`src/rtl/usb_bulk_pkg.sv`:
```
// Shared definitions for the bulk IN endpoint path: FSM encoding, ZLP marker,
// standard max-packet sizes and the packet byte-counter width helper.
package usb_bulk_pkg;

  typedef enum logic [1:0] {
    ST_IDLE     = 2'd0,
    ST_STREAM   = 2'd1,
    ST_ZLP      = 2'd2,
    ST_WAIT_END = 2'd3
  } bulk_in_state_e;

  // A ZLP is signalled to the TLP as a single cycle of valid=0 with last=1.
  localparam logic ZLP_MARK_VALID = 1'b0;
  localparam logic ZLP_MARK_LAST  = 1'b1;

  localparam int HS_MAX_PACKET = 512;
  localparam int FS_MAX_PACKET = 64;

  function automatic int pkt_cnt_width(input int max_pkt);
    return (max_pkt > 1) ? $clog2(max_pkt) : 1;
  endfunction

endpackage

```
`src/rtl/bulk_ep_in_pktzr.sv`:
```
// Per-packet byte counter for the selected channel: generates packet-end
// and reports whether the closing beat leaves a ZLP owed to the host.
module bulk_ep_in_pktzr
  import usb_bulk_pkg::*;
#(
  parameter int MAX_PACKET_SIZE = HS_MAX_PACKET,
  parameter bit ZLP_ENABLE      = 1'b1
) (
  input  logic usb_clk,
  input  logic reset_n,
  input  logic clr_i,
  input  logic beat_i,
  input  logic src_last_i,
  output logic pkt_last_o,
  output logic zlp_next_o
);

  localparam int CW = pkt_cnt_width(MAX_PACKET_SIZE);
  localparam logic [CW-1:0] CNT_TOP = CW'(MAX_PACKET_SIZE - 1);

  logic [CW-1:0] count_q, count_d;
  logic          at_top;

  assign at_top     = (count_q == CNT_TOP);
  assign pkt_last_o = src_last_i | at_top;
  // Frame ending exactly on a full packet means the host cannot tell it ended.
  assign zlp_next_o = ZLP_ENABLE & at_top & src_last_i;

  always_comb begin
    count_d = count_q;
    if (clr_i) begin
      count_d = '0;
    end else if (beat_i) begin
      count_d = pkt_last_o ? '0 : count_q + 1'b1;
    end
  end

  always_ff @(posedge usb_clk) begin
    if (!reset_n) begin
      count_q <= '0;
    end else begin
      count_q <= count_d;
    end
  end

endmodule

```
`src/rtl/bulk_ep_in_mux.sv`:
```
// Multi-channel bulk IN endpoint mux: maps endpoints EP_BASE.. onto AXIS byte
// sources, splits frames into packets, emits ZLPs. Optional: BULK_EP_IN_MUX_STATS_EN.
module bulk_ep_in_mux
  import usb_bulk_pkg::*;
#(
  parameter int NUM_CHAN        = 2,
  parameter int EP_BASE         = 1,
  parameter int MAX_PACKET_SIZE = HS_MAX_PACKET,
  parameter bit ZLP_ENABLE      = 1'b1
) (
  input  logic                  usb_clk,
  input  logic                  reset_n,
  input  logic [3:0]            blk_xfer_endpoint,
  input  logic                  blk_in_xfer,
  output logic                  blk_xfer_in_has_data,
  output logic [7:0]            blk_xfer_in_data,
  output logic                  blk_xfer_in_data_valid,
  input  logic                  blk_xfer_in_data_ready,
  output logic                  blk_xfer_in_data_last,
  input  logic [NUM_CHAN-1:0]   s_axis_tvalid,
  output logic [NUM_CHAN-1:0]   s_axis_tready,
  input  logic [8*NUM_CHAN-1:0] s_axis_tdata,
  input  logic [NUM_CHAN-1:0]   s_axis_tlast
`ifdef BULK_EP_IN_MUX_STATS_EN
  ,
  output logic [16*NUM_CHAN-1:0] stat_pkt_count
`endif
);

  localparam logic [4:0] EP_LO    = 5'(EP_BASE);
  localparam logic [4:0] EP_HI    = 5'(EP_BASE + NUM_CHAN);
  localparam logic [3:0] EP_BASE4 = 4'(EP_BASE);

  bulk_in_state_e      state_q, state_d;
  logic [3:0]          sel_q, sel_d;
  logic [NUM_CHAN-1:0] zlp_pending_q, zlp_pending_d;

  logic       in_range;
  logic [3:0] ch;
  logic       ch_tvalid, ch_zlp;
  logic       sel_tvalid, sel_tlast;
  logic [7:0] sel_tdata;
  logic       stream_go, beat, pkt_clr, pkt_done;
  logic       pkt_last, zlp_next;

  assign in_range = ({1'b0, blk_xfer_endpoint} >= EP_LO) &&
                    ({1'b0, blk_xfer_endpoint} <  EP_HI);
  assign ch       = blk_xfer_endpoint - EP_BASE4;

  always_comb begin
    ch_tvalid  = 1'b0;
    ch_zlp     = 1'b0;
    sel_tvalid = 1'b0;
    sel_tlast  = 1'b0;
    sel_tdata  = 8'h00;
    for (int c = 0; c < NUM_CHAN; c++) begin
      if (ch == 4'(c)) begin
        ch_tvalid = s_axis_tvalid[c];
        ch_zlp    = zlp_pending_q[c];
      end
      if (sel_q == 4'(c)) begin
        sel_tvalid = s_axis_tvalid[c];
        sel_tlast  = s_axis_tlast[c];
        sel_tdata  = s_axis_tdata[8*c +: 8];
      end
    end
  end

  assign blk_xfer_in_has_data = in_range & (ch_tvalid | ch_zlp);

  bulk_ep_in_pktzr #(
    .MAX_PACKET_SIZE (MAX_PACKET_SIZE),
    .ZLP_ENABLE      (ZLP_ENABLE)
  ) u_pktzr (
    .usb_clk    (usb_clk),
    .reset_n    (reset_n),
    .clr_i      (pkt_clr),
    .beat_i     (beat),
    .src_last_i (sel_tlast),
    .pkt_last_o (pkt_last),
    .zlp_next_o (zlp_next)
  );

  always_comb begin
    state_d                = state_q;
    sel_d                  = sel_q;
    zlp_pending_d          = zlp_pending_q;
    blk_xfer_in_data       = 8'h00;
    blk_xfer_in_data_valid = 1'b0;
    blk_xfer_in_data_last  = 1'b0;
    stream_go              = 1'b0;
    beat                   = 1'b0;
    pkt_clr                = 1'b1;
    pkt_done               = 1'b0;
    // Everything is held quiet while reset is asserted, even mid-packet.
    if (reset_n) begin
      unique case (state_q)
        ST_IDLE: begin
          if (blk_in_xfer) begin
            if (!in_range) begin
              state_d = ST_WAIT_END;
            end else begin
              sel_d = ch;
              if (ch_zlp)         state_d = ST_ZLP;
              else if (ch_tvalid) state_d = ST_STREAM;
              else                state_d = ST_WAIT_END;
            end
          end
        end
        ST_STREAM: begin
          if (!blk_in_xfer) begin
            state_d = ST_IDLE;
          end else begin
            stream_go              = 1'b1;
            pkt_clr                = 1'b0;
            blk_xfer_in_data       = sel_tdata;
            blk_xfer_in_data_valid = sel_tvalid;
            // Qualified by valid so a stall is never mistaken for the ZLP marker.
            blk_xfer_in_data_last  = sel_tvalid & pkt_last;
            beat                   = sel_tvalid & blk_xfer_in_data_ready;
            if (beat && pkt_last) begin
              for (int c = 0; c < NUM_CHAN; c++) begin
                if (sel_q == 4'(c)) zlp_pending_d[c] = zlp_next;
              end
              pkt_done = 1'b1;
              state_d  = ST_WAIT_END;
            end
          end
        end
        ST_ZLP: begin
          if (!blk_in_xfer) begin
            state_d = ST_IDLE;
          end else begin
            blk_xfer_in_data_valid = ZLP_MARK_VALID;
            blk_xfer_in_data_last  = ZLP_MARK_LAST;
            for (int c = 0; c < NUM_CHAN; c++) begin
              if (sel_q == 4'(c)) zlp_pending_d[c] = 1'b0;
            end
            pkt_done = 1'b1;
            state_d  = ST_WAIT_END;
          end
        end
        ST_WAIT_END: begin
          if (!blk_in_xfer) state_d = ST_IDLE;
        end
        default: state_d = ST_IDLE;
      endcase
    end
  end

  for (genvar gi = 0; gi < NUM_CHAN; gi++) begin : g_tready
    assign s_axis_tready[gi] = stream_go & (sel_q == 4'(gi)) & blk_xfer_in_data_ready;
  end

  always_ff @(posedge usb_clk) begin
    if (!reset_n) begin
      state_q       <= ST_IDLE;
      sel_q         <= 4'd0;
      zlp_pending_q <= '0;
    end else begin
      state_q       <= state_d;
      sel_q         <= sel_d;
      zlp_pending_q <= zlp_pending_d;
    end
  end

`ifdef BULK_EP_IN_MUX_STATS_EN
  for (genvar gi = 0; gi < NUM_CHAN; gi++) begin : g_stat
    logic [15:0] pkt_cnt_q;
    always_ff @(posedge usb_clk) begin
      if (!reset_n) begin
        pkt_cnt_q <= 16'd0;
      end else if (pkt_done && (sel_q == 4'(gi))) begin
        pkt_cnt_q <= pkt_cnt_q + 16'd1;
      end
    end
    assign stat_pkt_count[16*gi +: 16] = pkt_cnt_q;
  end
`endif

endmodule

```
`config.mk`:
```
export PLATFORM = sky130hd
export DESIGN_NAME = bulk_ep_in_mux
export DESIGN_NICKNAME = d
export VERILOG_FILES = /design/src/rtl/usb_bulk_pkg.sv /design/src/rtl/bulk_ep_in_pktzr.sv /design/src/rtl/bulk_ep_in_mux.sv
export SDC_FILE = /design/constraint.sdc
export NUM_CORES = 1
export LEC_CHECK = 0
export CAP_MARGIN = 0
export CORE_AREA = 2 2 57 59
export CTS_CLUSTER_SIZE = 14
export DETAILED_ROUTE_END_ITERATION = 16
export DIE_AREA = 0 0 59 61
export GPL_ROUTABILITY_DRIVEN = 0
export GPL_TIMING_DRIVEN = 1
export PLACE_DENSITY_LB_ADDON = 0.12
export SETUP_SLACK_MARGIN = 0.3
export SKIP_CTS_REPAIR_TIMING = 1
export SLEW_MARGIN = 10
export SYNTH_ARGS = -nofsm -noshare
export SYNTH_HDL_FRONTEND = slang
export SYNTH_SLANG_ARGS = --single-unit
export TNS_END_PERCENT = 5
```
`constraint.sdc`:
```
create_clock -name usb_clk -period 2.29 [get_ports usb_clk]
set_input_delay 0.458 -clock usb_clk [delete_from_list [all_inputs] [get_ports usb_clk]]
set_output_delay 0.458 -clock usb_clk [all_outputs]
set_load 0.02 [all_outputs]
```
# Yosys cells after proc, flatten, opt, wreduce, memory -nomap -nowiden
# Index checks and enable logic that the tools add are counted.
# totals
ff_bits	17
latch_bits	0
ram_bits	0
romBits	0
word_cells	93
memories	0
# classes
add_sub_neg	2
mul	0
n_div	0
magnitude_cmp	2
n_eq_ne	16
shifts	0
n_mux	46
bitwise_logic	11
reduce_logical	11
# op_table
cell	n
8-bit 2-to-1 mux	5
1-bit 2-to-1 mux	26
2-bit 2-to-1 mux	11
2-bit inequality test (second input constant)	9
6-bit AND reduction	2
9-bit by 1-bit adder with 9-bit output (second input constant)	1
9-bit == test (second input constant)	1
9-bit 2-to-1 mux	1
1-bit AND	8
4-bit by 1-bit == test with 1-bit output (second input constant)	2
4-bit zero test	2
2-bit one-hot mux with 4 select lines	1
3-bit AND reduction	2
2-bit == test (second input constant)	2
4-bit by 1-bit greater-or-equal comparator with 1-bit output (second input constant)	1
4-bit by 2-bit less-than comparator with 1-bit output (second input constant)	1
2-bit one-hot mux with 2 select lines	1
4-bit by 1-bit subtractor with 4-bit output (second input constant)	1
3-bit inequality test (second input constant)	1
2-bit by 1-bit == test with 1-bit output (second input constant)	1
1-bit logical AND	2
2-bit zero test	1
1-bit OR	2
1-bit one-hot mux with 2 select lines	1
other kinds (3)	3

# Logic depth before layout (Yosys ltp)
# depth
word_depth	9
mapped_depth	8
depth_no_buf	8

# Modules after synthesis
# A second synthesis with hierarchy kept.
# hier_totals
hier_cells	152
area_unflattened_um2	1302.5
# modules_own_cells
mod	n_inst	cells_each	area_per_inst_um2
bulk_ep_in_mux	1	101	869.6
bulk_ep_in_pktzr	1	51	432.9

# Worst setup path before layout
# OpenSTA, ideal clock, no wires.
# synth_timing
path_kind	input-to-output
start	input blk_xfer_endpoint[0]
end	output blk_xfer_in_has_data
t_arrival_ns	1.889
required_time_ns	1.832
setup_slack_ns	-0.057
cell_stages	5
path_buffers	0
cell_sequence	inv_1 > ha_1 > or2_2 > o32a_1 > o31ai_1
# synth_via
elab_chain_len	6
elab_cells_between_ends	12
classes_between	add/sub (1); order compare (2); eq/ne (1); mux (4); bitwise (2); reduce/logical (2)
# synth_rtl
item	line_no	source
start: declaration	bulk_ep_in_mux.sv:13	input logic [3:0] blk_xfer_endpoint,
4-bit by 1-bit subtractor with 4-bit output	bulk_ep_in_mux.sv:48	assign ch = blk_xfer_endpoint - EP_BASE4;
4-bit zero test	bulk_ep_in_mux.sv:57	if (ch == 4'(c)) begin
1-bit 2-to-1 mux (2 in a row)	bulk_ep_in_mux.sv:57	
1-bit OR	bulk_ep_in_mux.sv:69	assign blk_xfer_in_has_data = in_range & (ch_tvalid | ch_zlp);
1-bit AND (*)	bulk_ep_in_mux.sv:69	
end: declaration	bulk_ep_in_mux.sv:15	output logic blk_xfer_in_has_data,
# Mark *: on every way between the ends. The rest lies on a longest branch, timed or not.

# Worst setup path in the final report
# layout_timing
start	register u_pktzr.count_q[1]
end	output blk_xfer_in_data_last
# layout_via
elab_chain_len	6
# layout_rtl
item	line_no	source
start: declaration	bulk_ep_in_pktzr.sv:21	logic [CW-1:0] count_q, count_d;
start signal: assignment	bulk_ep_in_pktzr.sv:42	count_q <= count_d;
9-bit == test	bulk_ep_in_pktzr.sv:24	assign at_top = (count_q == CNT_TOP);
1-bit OR	bulk_ep_in_pktzr.sv:25	assign pkt_last_o = src_last_i | at_top;
1-bit AND	bulk_ep_in_mux.sv:119	blk_xfer_in_data_last = sel_tvalid & pkt_last;
1-bit 2-to-1 mux	bulk_ep_in_mux.sv:111	if (!blk_in_xfer) begin
1-bit one-hot mux with 2 select lines	bulk_ep_in_mux.sv:97	unique case (state_q)
1-bit 2-to-1 mux	bulk_ep_in_mux.sv:96	if (reset_n) begin
end: declaration	bulk_ep_in_mux.sv:19	output logic blk_xfer_in_data_last,
# No other way between the ends.

==> flow_metrics.py <==
metrics = {
    "timing": {
        "fmax_mhz": 432.5,
        "holdWs_ns": 0.4682,
        "max_slew_margin_pct": 77.92,
        "tightest_slew_ns": 0.3269,
        "hold_viol_final": 0,
        "worst_slack_ns": -0.02238,
        "rsz0062_at_grt": "yes",
        "min_period_ns": 2.312,
        "finalSetupViolations": 1,
        "slew_violations": 0,
        "skew_ns": 0.002623,
        "period_share_pct": 101.0,
    },
    "die": {
        "chipHeight_um": 61,
        "rows": 20,
        "dieWidth_um": 59,
        "initial_core_util_pct": 43.14,
        "dieArea_um2": 3599,
        "fp.coreArea_um2": 2953,
        "pin_count": 41,
    },
    "setup_path": {
        "worst-endpoint-required_ns": 1.83,
        "reg2regPathDepth": 9,
        "cpPeakStageDelay_ns": 0.35,
        "rrSetupSlack_ns": 0.36,
        "critPathBufInv": 1,
        "path_class": "register to output pin",
        "worstPathMaxFanout": 2,
        "r2r_start": "u_pktzr.count_q[1]",
        "cp-start-kind": "register",
        "cp-startpoint": "u_pktzr.count_q[1]",
        "crit_end": "blk_xfer_in_data_last",
        "crit_family": "simple AND/OR/NAND/NOR gates",
        "crit_chain": "ha_4, and3_4, and3_4, ha_4, o21bai_4, a32oi_2, nor2b_2, buf_6",
        "cp_slowest_cell": "dfxtp_2",
        "cp.depth": 8,
        "crit_path_end_kind": "output pin",
        "cp_data_arrival_time_ns": 1.85,
        "r2r_end": "state_q[1]",
    },
    "yosys": {
        "synth_edf_count": 0,
        "synth-seq-area-share_pct": 26.72,
        "syn-cell-area_um2": 1274,
        "synthFlopType": "dfxtp_1",
        "ys_seq_elements": 17,
        "yosysUniqueCellTypes": 46,
        "syn_nets": 193,
        "syn_inst": 154,
        "yosysWarnings": 0,
        "avgSynthCellArea_um2": 8.271,
        "async_flop_share_pct": 0,
    },
    "power": {
        "cellLeakagePower_nw": 0.9599,
        "ir_worst_vdd_v": 0.0003497,
        "power_mw": 1.059,
        "p_per_area_nw_per_um2": 498.8,
    },
    "placement": {
        "io_buffer_count": 40,
        "hpwl_mm": 3.086,
    },
    "worst_hold_path": {
        "hp-class": "input pin to register",
        "hold_depth": 3,
    },
    "grt": {
        "antenna_found_initial": 0,
        "grt_max_degree": 14,
        "grt_overflow": 0,
        "gr-usage-all-layers_pct": 21.84,
        "first_global_vias": 1372,
        "grt_pass1_wl_mm": 5.975,
    },
    "clock_network": {
        "cts_tree": "yes",
        "clock_latency_ns": 0.29,
        "clock-root-buffer": "clkbuf_4",
        "clock_path_buffers": 2,
        "htreeDepth": 1,
        "clock_sinks": 17,
        "numCtsBuffers": 3,
        "clk_pin_slew_worst_paths_ns": 0.10,
    },
    "drt": {
        "final_antenna_net_count": 0,
        "vias": 1436,
        "post_drt_via_cell_ratio": 5.544,
        "drt_pass1_iterations": 4,
        "drc_errors": 0,
        "drtIter0Drc": 56,
        "wl_per_cell_um": 15.29,
        "detail_route.wirelength_mm": 3.959,
    },
    "cells_and_area": {
        "final_nets": 266,
        "diodes": 0,
        "drive_gt1_share_pct": 40.71,
        "area_growth_pct": 66.60,
    },
    "run_status": {
        "outcome": "complete, but fails checks",
        "violations": "setup timing",
    },
    "run": {
        "drv_cap": 0,
    },
}
## cells in the final DEF (no fill, tap or decap), drive strengths merged, types with 2 or more instances in the layout
master / count
buf: 47
o31ai: 3
a31oi: 3
xor2: 4
dlymetal6s2s: 6
xnor2: 3
clkbuf: 6
dfxtp: 17
a22oi: 8
nand4b: 3
nor3: 3
a21oi: 5
o211ai: 2
clkdlybuf4s50: 19
inv: 5
nor2b: 3
nor2: 17
nand3: 5
nand2: 16
o21ai: 7
nand4: 3
and3: 10
ha: 11
o211a: 4
## sequential cells by signal, indices dropped and copies added (netlist names)
register         count
sel_q                4
state_q              2
zlp_pending_q        2
u_pktzr.count_q      9
## per-stage QoR
step	std cells	util (%)	setup TNS [ns]	cell area, um^2	setup slack [ns]
3_5_place_dp	255	66.19	-4.100	1954	-0.8364
5_1_grt	259	71.86	-0.1592	2122	-0.09589
6_report	259	71.86	-0.02238	2122	-0.02238
3_3_place_gp	255	66.19	-3.875	1954	-0.8170
2_1_floorplan	154	-	0	1295	0.2581
4_1_cts	259	67.08	-4.664	1981	-0.8519
## tightest hold or removal path: cells and delay by family
kind	cells	cell delay [ns]
AO/OA/AOI/OAI	1	0.11
buffers and inverters	1	0.11
AND/OR/NAND/NOR	1	0.05
## how the worst min path moves through the flow
stage	slack, ns	start	endpoint
detailed placement	0.45	u_pktzr.count_q[8]	u_pktzr.count_q[8]
global placement	0.44	u_pktzr.count_q[8]	u_pktzr.count_q[8]
finish	0.47	blk_xfer_endpoint[0]	sel_q[0]
floorplan	0.44	u_pktzr.count_q[8]	u_pktzr.count_q[8]
global route	0.49	blk_xfer_endpoint[0]	sel_q[0]
CTS	0.46	u_pktzr.count_q[8]	u_pktzr.count_q[8]
## cells by family (layout without fill, tap and decap cells)
logic type / after synthesis / in the layout / share of synthesized area (%)
AND/OR/NAND/NOR: 67 / 67 / 28.00
AO/OA/AOI/OAI: 39 / 39 / 23.28
flip-flops: 17 / 17 / 26.72
adder cells (fa/ha/maj): 11 / 11 / 10.81
buffers and inverters: 11 / 83 / 4.420
XOR/XNOR: 7 / 7 / 4.813
multiplexers: 2 / 2 / 1.964
## synthesized netlist by cell type, types with 4 or more instances
cell type | n | area share [%]
a21oi_1 | 5 | 2.0
a22oi_1 | 8 | 4.7
and3_1 | 8 | 3.9
dfxtp_1 | 17 | 27
ha_1 | 11 | 11
inv_1 | 5 | 1.5
nand2_1 | 16 | 4.7
nand3_1 | 5 | 2.0
nor2_1 | 16 | 4.7
o211a_1 | 4 | 3.1
o21ai_0 | 4 | 1.6
xor2_1 | 4 | 2.8
## metal layers
metal  track usage [%]  vias to the layer above  share of wire, %
li1                  -                      714                 -
met1             25.16                      693                42
met2             42.22                       23                55
met3             2.132                        6               2.0
met4             6.818                        0               1.2
met5                 0                        -                 0
## final cells by class
class / count / area (um^2)
Fill cell: 249 / 830.8
Tap cell: 33 / 41.29
Timing Repair Buffer: 74 / 646.9
Multi-Input combinational cell: 126 / 1037
Inverter: 5 / 18.77
Sequential cell: 17 / 351.6
Clock buffer: 4 / 26.28
## where the power goes
part / switching (mW) / internal (mW)
registers: 0.0228 / 0.320
clock network: 0.0999 / 0.0677
logic: 0.270 / 0.277
total: 0.393 / 0.665
(Power assumes the default switching activity.)
